$ cat src/rtl/microwave_pkg.sv
// Shared key codes, BCD digit type and controller state encoding for the
// microwave timer keypad loader.
package microwave_pkg;

  localparam logic [3:0] KEY_CLEAR = 4'hA;
  localparam logic [3:0] KEY_START = 4'hB;
  localparam logic [3:0] BCD_MAX   = 4'd9;

  typedef logic [3:0] bcd_t;

  typedef enum logic [2:0] {
    ST_IDLE  = 3'd0,
    ST_ENTRY = 3'd1,
    ST_LOAD  = 3'd2,
    ST_RUN   = 3'd3,
    ST_PAUSE = 3'd4,
    ST_DONE  = 3'd5
  } tel_state_t;

  // Saturating increment keeps a digit inside the BCD range.
  function automatic bcd_t bcd_inc(input bcd_t d);
    return (d >= BCD_MAX) ? BCD_MAX : d + 4'd1;
  endfunction

endpackage

$ cat src/rtl/digit_entry_shifter.sv
// Three-digit M:SS BCD entry register: shift-in, clear, validate and normalise.
// AUTO_NORMALIZE_EN: when defined, an over-range seconds-tens digit is folded into minutes.
module digit_entry_shifter
  import microwave_pkg::*;
#(
  parameter int MAX_SEC_TENS = 5
) (
  input  logic clk,
  input  logic clrn,
  input  logic i_shift,
  input  bcd_t i_digit,
  input  logic i_clear,
  input  logic i_normalize,
  output bcd_t o_min,
  output bcd_t o_sec_tens,
  output bcd_t o_sec_ones,
  output logic o_entry_ok,
  output logic o_needs_norm
);

  localparam bcd_t TENS_LIMIT = bcd_t'(MAX_SEC_TENS);
  localparam bcd_t TENS_WRAP  = bcd_t'(MAX_SEC_TENS + 1);

  bcd_t r_min;
  bcd_t r_sec_tens;
  bcd_t r_sec_ones;
  logic w_all_zero;
  logic w_tens_over;

  always_comb begin
    w_all_zero  = (r_min == '0) && (r_sec_tens == '0) && (r_sec_ones == '0);
    w_tens_over = (r_sec_tens > TENS_LIMIT);
`ifdef AUTO_NORMALIZE_EN
    // Folding needs a free minute; 9 minutes plus carry cannot be shown.
    o_needs_norm = w_tens_over;
    o_entry_ok   = !w_all_zero && (!w_tens_over || (r_min < BCD_MAX));
`else
    o_needs_norm = 1'b0;
    o_entry_ok   = !w_all_zero && !w_tens_over;
`endif
  end

  always_ff @(posedge clk or negedge clrn) begin
    if (!clrn) begin
      r_min      <= '0;
      r_sec_tens <= '0;
      r_sec_ones <= '0;
    end else if (i_clear) begin
      r_min      <= '0;
      r_sec_tens <= '0;
      r_sec_ones <= '0;
    end else if (i_normalize) begin
      r_min      <= bcd_inc(r_min);
      r_sec_tens <= r_sec_tens - TENS_WRAP;
    end else if (i_shift) begin
      r_min      <= r_sec_tens;
      r_sec_tens <= r_sec_ones;
      r_sec_ones <= (i_digit > BCD_MAX) ? BCD_MAX : i_digit;
    end
  end

  assign o_min      = r_min;
  assign o_sec_tens = r_sec_tens;
  assign o_sec_ones = r_sec_ones;

endmodule

$ cat src/rtl/time_entry_loader.sv
// Keypad-side writer for the microwave timer digit chain: entry, validation,
// parallel load and count gating. AUTO_NORMALIZE_EN selects entry normalisation.
//
// state    | meaning
// IDLE     | no entry, digits zero
// ENTRY    | collecting keypad digits
// LOAD     | one-cycle active-low parallel load of the counters
// RUN      | counters enabled until timer_zero
// PAUSE    | door opened or CLEAR while running; counting held
// DONE     | one-cycle completion pulse, digits cleared
module time_entry_loader
  import microwave_pkg::*;
#(
  parameter int MAX_SEC_TENS = 5,
  parameter int KEY_W        = 4
) (
  input  logic             clk,
  input  logic             clrn,
  input  logic             i_key_valid,
  input  logic [KEY_W-1:0] i_key_code,
  input  logic             i_door_closed,
  input  logic             i_timer_zero,
  output logic [3:0]       o_sec_ones_data,
  output logic [3:0]       o_sec_tens_data,
  output logic [3:0]       o_min_data,
  output logic             o_loadn,
  output logic             o_count_en,
  output logic             o_busy,
  output logic             o_done,
  output logic             o_entry_error
);

  localparam logic [KEY_W-1:0] KEY_LAST_DIGIT = KEY_W'(9);
  localparam logic [KEY_W-1:0] KEY_CLR_W      = KEY_W'(KEY_CLEAR);
  localparam logic [KEY_W-1:0] KEY_START_W    = KEY_W'(KEY_START);

  tel_state_t r_state;
  logic       r_loadn;
  logic       r_count_en;
  logic       r_busy;
  logic       r_done;
  logic       r_entry_error;

  logic w_key_digit;
  logic w_key_clear;
  logic w_key_start;
  logic w_in_entry;
  logic w_start_ok;
  logic w_shift;
  logic w_clear;
  logic w_normalize;
  logic w_entry_ok;
  logic w_needs_norm;
  bcd_t w_key_bcd;
  bcd_t w_min;
  bcd_t w_sec_tens;
  bcd_t w_sec_ones;

  always_comb begin
    w_key_bcd   = bcd_t'(i_key_code[3:0]);
    w_key_digit = i_key_valid && (i_key_code <= KEY_LAST_DIGIT);
    w_key_clear = i_key_valid && (i_key_code == KEY_CLR_W);
    w_key_start = i_key_valid && (i_key_code == KEY_START_W);
    w_in_entry  = (r_state == ST_IDLE) || (r_state == ST_ENTRY);
    w_start_ok  = w_in_entry && w_key_start && i_door_closed && w_entry_ok;
    w_shift     = w_in_entry && w_key_digit;
    w_normalize = w_start_ok && w_needs_norm;
    // Digits are zeroed on any CLEAR that leaves an entry or a pause, and on completion.
    w_clear     = ((w_in_entry || (r_state == ST_PAUSE)) && w_key_clear) ||
                  ((r_state == ST_RUN) && i_timer_zero);
  end

  digit_entry_shifter #(
    .MAX_SEC_TENS (MAX_SEC_TENS)
  ) u_shifter (
    .clk          (clk),
    .clrn         (clrn),
    .i_shift      (w_shift),
    .i_digit      (w_key_bcd),
    .i_clear      (w_clear),
    .i_normalize  (w_normalize),
    .o_min        (w_min),
    .o_sec_tens   (w_sec_tens),
    .o_sec_ones   (w_sec_ones),
    .o_entry_ok   (w_entry_ok),
    .o_needs_norm (w_needs_norm)
  );

  always_ff @(posedge clk or negedge clrn) begin
    if (!clrn) begin
      r_state       <= ST_IDLE;
      r_loadn       <= 1'b1;
      r_count_en    <= 1'b0;
      r_busy        <= 1'b0;
      r_done        <= 1'b0;
      r_entry_error <= 1'b0;
    end else begin
      r_loadn       <= 1'b1;
      r_done        <= 1'b0;
      r_entry_error <= 1'b0;
      case (r_state)
        ST_IDLE, ST_ENTRY: begin
          if (w_key_digit) begin
            r_state <= ST_ENTRY;
          end else if (w_key_clear) begin
            r_state <= ST_IDLE;
          end else if (w_key_start) begin
            if (w_start_ok) begin
              r_state <= ST_LOAD;
              r_loadn <= 1'b0;
              r_busy  <= 1'b1;
            end else begin
              r_entry_error <= 1'b1;
            end
          end
        end
        ST_LOAD: begin
          r_state    <= ST_RUN;
          r_count_en <= 1'b1;
        end
        ST_RUN: begin
          // Completion wins over a simultaneous door opening.
          if (i_timer_zero) begin
            r_state    <= ST_DONE;
            r_count_en <= 1'b0;
            r_busy     <= 1'b0;
            r_done     <= 1'b1;
          end else if (!i_door_closed || w_key_clear) begin
            r_state    <= ST_PAUSE;
            r_count_en <= 1'b0;
          end
        end
        ST_PAUSE: begin
          if (w_key_clear) begin
            r_state <= ST_IDLE;
            r_busy  <= 1'b0;
          end else if (w_key_start) begin
            if (i_door_closed) begin
              r_state    <= ST_RUN;
              r_count_en <= 1'b1;
            end else begin
              r_entry_error <= 1'b1;
            end
          end
        end
        ST_DONE: begin
          r_state <= ST_IDLE;
        end
        default: begin
          r_state    <= ST_IDLE;
          r_count_en <= 1'b0;
          r_busy     <= 1'b0;
        end
      endcase
    end
  end

  assign o_sec_ones_data = w_sec_ones;
  assign o_sec_tens_data = w_sec_tens;
  assign o_min_data      = w_min;
  assign o_loadn         = r_loadn;
  assign o_count_en      = r_count_en;
  assign o_busy          = r_busy;
  assign o_done          = r_done;
  assign o_entry_error   = r_entry_error;

endmodule

$ cat config.mk
export PLATFORM = sky130hd
export DESIGN_NAME = time_entry_loader
export DESIGN_NICKNAME = d
export VERILOG_FILES = /design/src/rtl/microwave_pkg.sv /design/src/rtl/digit_entry_shifter.sv /design/src/rtl/time_entry_loader.sv
export SDC_FILE = /design/constraint.sdc
export NUM_CORES = 1
export LEC_CHECK = 0
export BUFFER_PORTS_ARGS = -buffer_cell sky130_fd_sc_hd__buf_2
export CAP_MARGIN = 20
export CORE_ASPECT_RATIO = 2
export CORE_UTILIZATION = 27
export DETAILED_ROUTE_END_ITERATION = 8
export GPL_ROUTABILITY_DRIVEN = 0
export SLEW_MARGIN = 5
export SYNTH_ARGS = -nofsm -noshare
export SYNTH_HDL_FRONTEND = slang
export SYNTH_SLANG_ARGS = --single-unit
export TNS_END_PERCENT = 50
$ cat constraint.sdc
create_clock -name clk -period 2.9 [get_ports clk]
set_input_delay 0.58 -clock clk [delete_from_list [all_inputs] [get_ports clk]]
set_output_delay 0.58 -clock clk [all_outputs]
set_load 0.005 [all_outputs]
==> results of run 1 <==
cell type report:
class,count,area share (%)
Sequential cell,20,40.79
Timing Repair Buffer,25,10.17
Clock buffer,4,3.662
Multi-Input combinational cell,70,39.17
Inverter,4,1.221
Tap cell,49,4.985
cell usage after synthesis (all sizes together):
master	instances
dfrtp	19
nor2	14
mux2i	10
nand2	5
inv	4
o21ai	4
a21oi	3
a31oi	3
nand3	3
nand4b	3
a21o	2
and2	2
mux2	2
nor2b	2
nor4	2
or2b	2
a2111oi	1
a222oi	1
a311o	1
a311oi	1
and3	1
and3b	1
and4b	1
buf	1
clkbuf	1
dfstp	1
nand4	1
nor3	1
nor3b	1
o2111ai	1
o221ai	1
or3b	1
per-stage QoR:
step / hold slack, ns / area (um^2) / std cells
6_report: 0.2710 / 1230 / 172
5_1_grt: 0.3010 / 1230 / 172
4_1_cts: 0.2784 / 1230 / 172
3_5_place_dp: 0.5420 / 1185 / 168
3_3_place_gp: 0.5383 / 1185 / 168
2_1_floorplan: 0.2844 / 1007 / 96
state kept, by name (all words and copies together), names as in the netlist:
register and count:
o_entry_error 1, o_done 1, o_busy 1, o_loadn 1, o_count_en 1, u_shifter.o_sec_ones 4
u_shifter.o_sec_tens 4, u_shifter.o_min 4, r_state 3
where the power goes:
part / internal [uW] / leakage (uW) / switching (uW) / total [uW]
sequential: 351 / 0.000253 / 76.7 / 427
clock: 97.5 / 0.0000228 / 84.8 / 182
combinational: 112 / 0.000353 / 104 / 216
total: 560 / 0.000629 / 266 / 825
worst paths after layout:
kind,start,endpoint,slack [ns]
worst max-delay path,r_state[2],r_state[2],0.83
worst max register to register,r_state[2],r_state[2],0.83
max in group asynchronous,clrn,o_loadn,2.29
worst min register to register,u_shifter.o_min[0],u_shifter.o_min[0],0.56
worst min-delay path,clrn,u_shifter.o_sec_ones[2],0.27
min in group clk,u_shifter.o_min[0],u_shifter.o_min[0],0.56
cell families (layout without fill, tap and decap cells):
group	count (synthesis)	count (layout)	synth area share, %
AO/OA/AOI/OAI	18	18	13.17
buffers and inverters	6	33	2.359
flip-flops	20	20	49.81
multiplexers	12	12	12.17
AND/OR/NAND/NOR	40	40	22.48
routing by layer:
layer | routed length [um] | GRT usage (%) | vias up
met2 | 1237 | 23.32 | 41
met4 | 103 | 7.989 | 0
met1 | 953 | 15.06 | 425
met3 | 140 | 1.837 | 14
met5 | 0 | 0 | -
li1 | - | - | 408
critical path, cell delays in order (launching register included):
cell	delay [ns]
dfrtp_1	0.48
a2111oi_1	0.48
nand4_2	0.27
a311oi_2	0.36
mux2_1	0.36
==> summary.txt, run 1 <==
Cells and area
  – Share of layout cells above drive strength 1: 27.64%
  – Layout overhead on the synthesized area: 22.11%
  – Layout net count: 133
  – Register area: 501.7 um^2
  – Total inserted antenna cells: 0
  – Multi-input logic area: 481.7 um^2
  – Commonest non-fill, non-tap cells in the layout: buf_2, dfrtp_1, nor2_1, mux2i_1, nand2_1
  – Most common library cell in the layout ignoring fill and taps: buf_2
  – # fillers: 385
  – Fin util: 34.10%

Logic synthesis
  – Syn Nets: 105
  – Most area-consuming cells after synthesis: dfrtp_1, mux2i_1, nor2_1
  – Synth cell types: 33
  – Synth Area per Inst: 10.49 um^2
  – Mapped Cells: 96
  – Yosys top cell area share: 47.20%
  – Leading area contributor after synthesis: dfrtp_1
  – Count of state elements after synthesis: 20
  – Synth warn: 0
  – Post-synthesis sequential area ratio: 49.81%
  – Mapped cell area: 1007 um^2

Setup path
  – Worst setup EP type: register
  – Startpoint types: register
  – Critical setup path kind: reg2reg
  – Reg2Reg Depth: 4
  – Critical path fanouts, max: 9
  – WP data required: 3.03 ns
  – Critical Path AT: 2.20 ns

Clock network
  – CTS max path bufs: 2
  – # H-tree levels: 1
  – Setup bufs post-CTS: 0
  – Sink Count: 20
  – Clk_lat worst skew: 0.25 ns
  – CTS Buf Count: 3
  – CTS tree: yes
  – Root Buffer: clkbuf_8
  – CTS-repair resized insts: 0
  – Clock transition at the registers of the reported paths: 0.07 ns
  – Hold_buf cts: 0

Global routing
  – First-pass GRT wire length: 4029 um
  – Total track usage: 13.50%
  – Grt ovf: 0
  – Vias in the first global route: 931
  – Initial antenna violation count: 0
  – Pin count of the biggest net entering global routing: 21

STA
  – Setup tns final: 0 ns
  – Worst-Margin Slew: 0.7079 ns
  – Setup Skew: 0.002785 ns
  – # setup viols final: 0
  – FMAX: 0.4827 GHz
  – RSZ-0062 raised after global routing: false
  – Fin crit period: 2.072 ns
  – Final setup margin: 0.8283 ns
  – Hold violation count in the final report: 0
  – Slew Limit Fails: 0
  – Period utilisation layout: 71.44%
  – Max_slew headroom: 52.67%

Placed design
  – I/O Buffers: 25
  – Setup WS pre-CTS: 0.6645 ns
  – Post-DP HPWL: 1878 um

Detailed routing
  – Drt drc: 0
  – First-pass iteration count of the detailed router: 4
  – DR vias: 888
  – ANT nets after route: 0
  – DRT Wirelength: 2435 um
  – Initial DRC Count: 21
  – Wire per inst: 14.16 um
  – DR vias/cell: 5.163

Pwr
  – Leakage: 0.0006292 uW
  – Peak supply drop: 0.0003940 V
  – Power Total: 825.4 uW
  – Cell Pwr Density: 671.1 nW/um^2

Die
  – Core box area: 3607 um^2
  – Die area: 3994 um^2
  – Die H: 88.38 um
  – Die X: 45.19 um
  – FP Rows: 31
  – Initial Util: 27.92%
  – I/O Pins: 26

Job
  – Maxcap violations: 0

Hold path
  – Path category of the worst min-delay check: in2async

Outcome
  – Status: completed
No activity file was read; power rests on OpenSTA's default activity.
==> run 2: changes to the inputs <==
==> constraint.sdc (replaced) <==
create_clock -name clk -period 2 [get_ports clk]
set_input_delay 0.4 -clock clk [delete_from_list [all_inputs] [get_ports clk]]
set_output_delay 0.4 -clock clk [all_outputs]
set_load 0.005 [all_outputs]
==> summary.txt, run 2 (synthesized netlist as in run 1, its figures left out) <==
Setup path
  – Largest stage delay on the critical path: 0.48 ns
  – Critical path fanouts, max: 8
  – Critical Path AT: 1.97 ns
  – Worst setup EP type: register
  – Startpoint types: register
  – CP top delay family: compound AO/OA/AOI/OAI gates
  – CP max-delay cell: dfrtp_1
  – CP cell instances: and3b_1 -> o2111ai_1 -> o21ai_1 -> a311oi_2 -> mux2_1
  – Critical setup path kind: reg2reg
  – Buf/Inv on CP: 0
  – WP data required: 2.13 ns

Cells and area
  – Layout overhead on the synthesized area: 27.08%
  – Fin util: 35.48%
  – # fillers: 362
  – Layout net count: 139
  – Most common library cell in the layout ignoring fill and taps: buf_2
  – Commonest non-fill, non-tap cells in the layout: buf_2, dfrtp_1, nor2_1, mux2i_1, buf_4
  – Total inserted antenna cells: 0
  – Share of layout cells above drive strength 1: 31.78%

STA
  – Hold slack: 0.08726 ns
  – Period utilisation layout: 91.60%
  – Setup tns final: 0 ns
  – Slew Limit Fails: 0
  – Hold violation count in the final report: 0
  – # setup viols final: 0
  – Final setup margin: 0.1680 ns
  – RSZ-0062 raised after global routing: false
  – Worst-Margin Slew: 0.4525 ns
  – Fin crit period: 1.832 ns
  – FMAX: 0.5459 GHz
  – Setup Skew: 0.002013 ns
  – Max_slew headroom: 69.83%

Global routing
  – First-pass GRT wire length: 3960 um
  – Grt ovf: 0
  – Initial antenna violation count: 0
  – Vias in the first global route: 905
  – Pin count of the biggest net entering global routing: 21
  – Total track usage: 13.64%

Clock network
  – CTS tree: yes
  – Sink Count: 20
  – # H-tree levels: 1
  – Clock transition at the registers of the reported paths: 0.07 ns
  – Root Buffer: clkbuf_8
  – CTS Buf Count: 3
  – Hold_buf cts: 0
  – Clk_lat worst skew: 0.25 ns
  – CTS max path bufs: 2

Die
  – I/O Pins: 26
  – Initial Util: 27.92%
  – Core box area: 3607 um^2
  – Die area: 3994 um^2
  – Die X: 45.19 um
  – FP Rows: 31
  – Die H: 88.38 um

Detailed routing
  – Drt drc: 0
  – DRT Wirelength: 2426 um
  – DR vias: 889
  – ANT nets after route: 0
  – First-pass iteration count of the detailed router: 4
  – Wire per inst: 13.63 um
  – Initial DRC Count: 27
  – DR vias/cell: 4.994

Pwr
  – Cell Pwr Density: 942.3 nW/um^2
  – Leakage: 0.0006590 uW
  – Power Total: 1206 uW
  – Peak supply drop: 0.0006239 V

Job
  – Maxcap violations: 0

Placed design
  – Setup WS pre-CTS: -0.001497 ns
  – I/O Buffers: 25
  – Post-DP HPWL: 1927 um

Outcome
  – Status: completed

Hold path
  – Path category of the worst min-delay check: in2async
## run 2: changes by cell type in the layout (fill, tap and decap cells not counted), sizes merged
cell  change
buf       +6
## run 2: final timing paths
path	to	cells past startpoint	from	slack, ns
min reg2reg	u_shifter.o_min[3]	2	u_shifter.o_min[3]	0.55
max reg2reg	r_state[2]	5	r_state[1]	0.17
min	u_shifter.o_sec_ones[3]	1	clrn	0.09
max	r_state[2]	5	r_state[1]	0.17
max in group asynchronous	o_loadn	1	clrn	1.58
min in group clk	u_shifter.o_sec_ones[1]	3	i_key_code[1]	0.45
## run 2: cell type report
cell class	instances	area [um^2]	share of cell area (%)
Timing Repair Buffer	31	170.2	13.29
Tap cell	49	61.31	4.790
Sequential cell	20	501.7	39.20
Multi-Input combinational cell	70	486.7	38.03
Clock buffer	4	45.04	3.519
Inverter	4	15.01	1.173
## run 2: through the flow
| stage | cell area [um^2] | instances |
|---|---|---|
| after floorplan | 1007 | 96 |
| after global placement | 1222 | 173 |
| after detailed placement | 1222 | 173 |
| after CTS | 1267 | 177 |
| after global routing | 1280 | 178 |
| final | 1280 | 178 |
## run 2: power by group
part | switching [uW] | total (uW) | internal (uW)
Combinational | 154 | 329 | 175
Sequential | 103 | 612 | 508
Clock | 124 | 266 | 141
## run 2: timing repair
action | CTS | global route
resized for setup | 0 | 2
endpoints found under the setup margin | 0 | 1
buffers inserted | 0 | 1
## run 2: metal layers
| metal | global-route usage [%] | share of wire (%) | up-vias |
|---|---|---|---|
| li1 | - | - | 418 |
| met1 | 13.95 | 39 | 429 |
| met2 | 25.43 | 55 | 38 |
| met3 | 1.837 | 4.5 | 4 |
| met4 | 6.887 | 1.3 | 0 |
| met5 | 0 | 0 | - |
==> run 3: changes to the inputs <==
--- a/config.mk
+++ b/config.mk
@@ -9,9 +9,9 @@
 export CAP_MARGIN = 20
 export CORE_ASPECT_RATIO = 2
 export CORE_UTILIZATION = 27
+export CTS_BUF_LIST = sky130_fd_sc_hd__clkbuf_8
 export DETAILED_ROUTE_END_ITERATION = 8
 export GPL_ROUTABILITY_DRIVEN = 0
-export SLEW_MARGIN = 5
 export SYNTH_ARGS = -nofsm -noshare
 export SYNTH_HDL_FRONTEND = slang
 export SYNTH_SLANG_ARGS = --single-unit
==> constraint.sdc (replaced) <==
create_clock -name clk -period 2 [get_ports clk]
set_input_delay 0.2 -clock clk [delete_from_list [all_inputs] [get_ports clk]]
set_output_delay 0.2 -clock clk [all_outputs]
set_load 0.005 [all_outputs]
==> summary.txt, run 3 (synthesized netlist as in run 1, its figures left out) <==
Cells and area
  – # fillers: 359
  – Layout overhead on the synthesized area: 24.60%
  – Post-route design area: 1255 um^2
  – Fin util: 34.79%
  – Total inserted antenna cells: 0
  – Most common library cell in the layout ignoring fill and taps: buf_2
  – Commonest non-fill, non-tap cells in the layout: buf_2, dfrtp_1, nor2_1, mux2i_1
  – Non-Filler Instances: 175
  – Layout net count: 136
  – Share of layout cells above drive strength 1: 28.57%

Pwr
  – Cell Pwr Density: 948.8 nW/um^2
  – Power Total: 1191 uW
  – Peak supply drop: 0.0006343 V
  – Leakage: 0.0006462 uW

Job
  – Maxcap violations: 0

Clock network
  – Setup bufs post-CTS: 0
  – CTS tree: yes
  – Root Buffer: clkbuf_8
  – CTS-repair resized insts: 0
  – Hold_buf cts: 1
  – CTS Buf Count: 3
  – # H-tree levels: 1
  – Sink Count: 20
  – Clk_lat worst skew: 0.25 ns
  – Clock transition at the registers of the reported paths: 0.07 ns
  – CTS max path bufs: 2

Die
  – Initial Util: 27.92%
  – Die area: 3994 um^2
  – Core box area: 3607 um^2
  – Die X: 45.19 um
  – I/O Pins: 26
  – Die H: 88.38 um
  – FP Rows: 31

STA
  – Setup Skew: 0.004851 ns
  – FMAX: 0.5286 GHz
  – Max_slew headroom: 69.69%
  – Setup tns final: 0 ns
  – RSZ-0062 raised after global routing: false
  – Slew Limit Fails: 0
  – Hold violation count in the final report: 0
  – # setup viols final: 0
  – Worst-Margin Slew: 0.4546 ns
  – Fin crit period: 1.892 ns
  – Period utilisation layout: 94.58%

Global routing
  – Total track usage: 13.19%
  – Vias in the first global route: 877
  – Grt ovf: 0
  – First-pass GRT wire length: 3933 um
  – Met3 Usage GRT: 2.245%
  – GRT busiest layer: met2
  – GR Layer Usage met2: 23.72%
  – Initial antenna violation count: 0
  – Routing usage on met1: 14.58%
  – Pin count of the biggest net entering global routing: 21

Outcome
  – Status: completed

Detailed routing
  – Wire per inst: 13.65 um
  – DR vias: 882
  – Initial DRC Count: 17
  – DR vias/cell: 5.040
  – First-pass iteration count of the detailed router: 5
  – ANT nets after route: 0
  – Drt drc: 0
  – DRT Wirelength: 2388 um

Placed design
  – I/O Buffers: 25
  – Cell count after placement: 170
  – Post-DP HPWL: 1865 um
  – Placed Area: 1200 um^2

Setup path
  – Critical setup path kind: reg2reg
  – Worst setup EP type: register
  – Startpoint types: register
  – Origin of the worst setup path: r_state[2]
  – WP data required: 2.14 ns
  – Reg2Reg Depth: 4
  – FF-to-FF Start: r_state[2]
  – Critical Path AT: 2.03 ns
  – R2r setup slk: 0.11 ns
  – Critical path fanouts, max: 9
  – Critical Path Sink: r_state[0]
  – FF-to-FF End: r_state[0]

Hold path
  – Path category of the worst min-delay check: in2reg
  – Hold path depth: 2
[run 3: per-stage QoR]
stage / hold WS, ns / setup WS [ns]
after floorplan: -0.09559 / 0.1825
after global placement: 0.1658 / 0.1497
after detailed placement: 0.1702 / 0.1099
after CTS: 0.2350 / 0.1087
after global routing: 0.2569 / 0.02451
final: 0.2433 / 0.1083
[run 3: area by class of cell]
cell class | count | area, um^2 | share of cell area [%]
timing repair buffer | 28 | 150.1 | 11.96
multi-input combinational | 70 | 481.7 | 38.38
clock buffer | 3 | 41.29 | 3.290
sequential | 20 | 501.7 | 39.98
inverter | 4 | 15.01 | 1.196
tap | 49 | 61.31 | 4.885
clock inverter | 1 | 3.754 | 0.2991
[run 3: worst max-delay path: stages, from the launching register on]
cell and delay (ns):
dfrtp_1 0.48, a2111oi_1 0.43, nand4_2 0.17, a311oi_2 0.34, mux2_1 0.36
[run 3: routing by layer]
metal / share of wire, % / routed length (um)
met1: 39 / 937
met2: 54 / 1282
met3: 4.6 / 109
met4: 2.4 / 58
met5: 0 / 0
[run 3: power breakdown]
group | switching, uW | internal [uW]
combinational | 151 | 165
sequential | 107 | 508
clock | 123 | 136
total | 381 | 810
[run 3: how the worst min path moves through the flow]
stage,end,start,slack [ns]
after floorplan,o_busy,clrn,-0.1
after global placement,u_shifter.o_sec_tens[3],clrn,0.17
after detailed placement,u_shifter.o_sec_tens[3],clrn,0.17
after CTS,o_done,i_timer_zero,0.23
after global routing,o_done,i_timer_zero,0.26
final,o_done,i_timer_zero,0.24
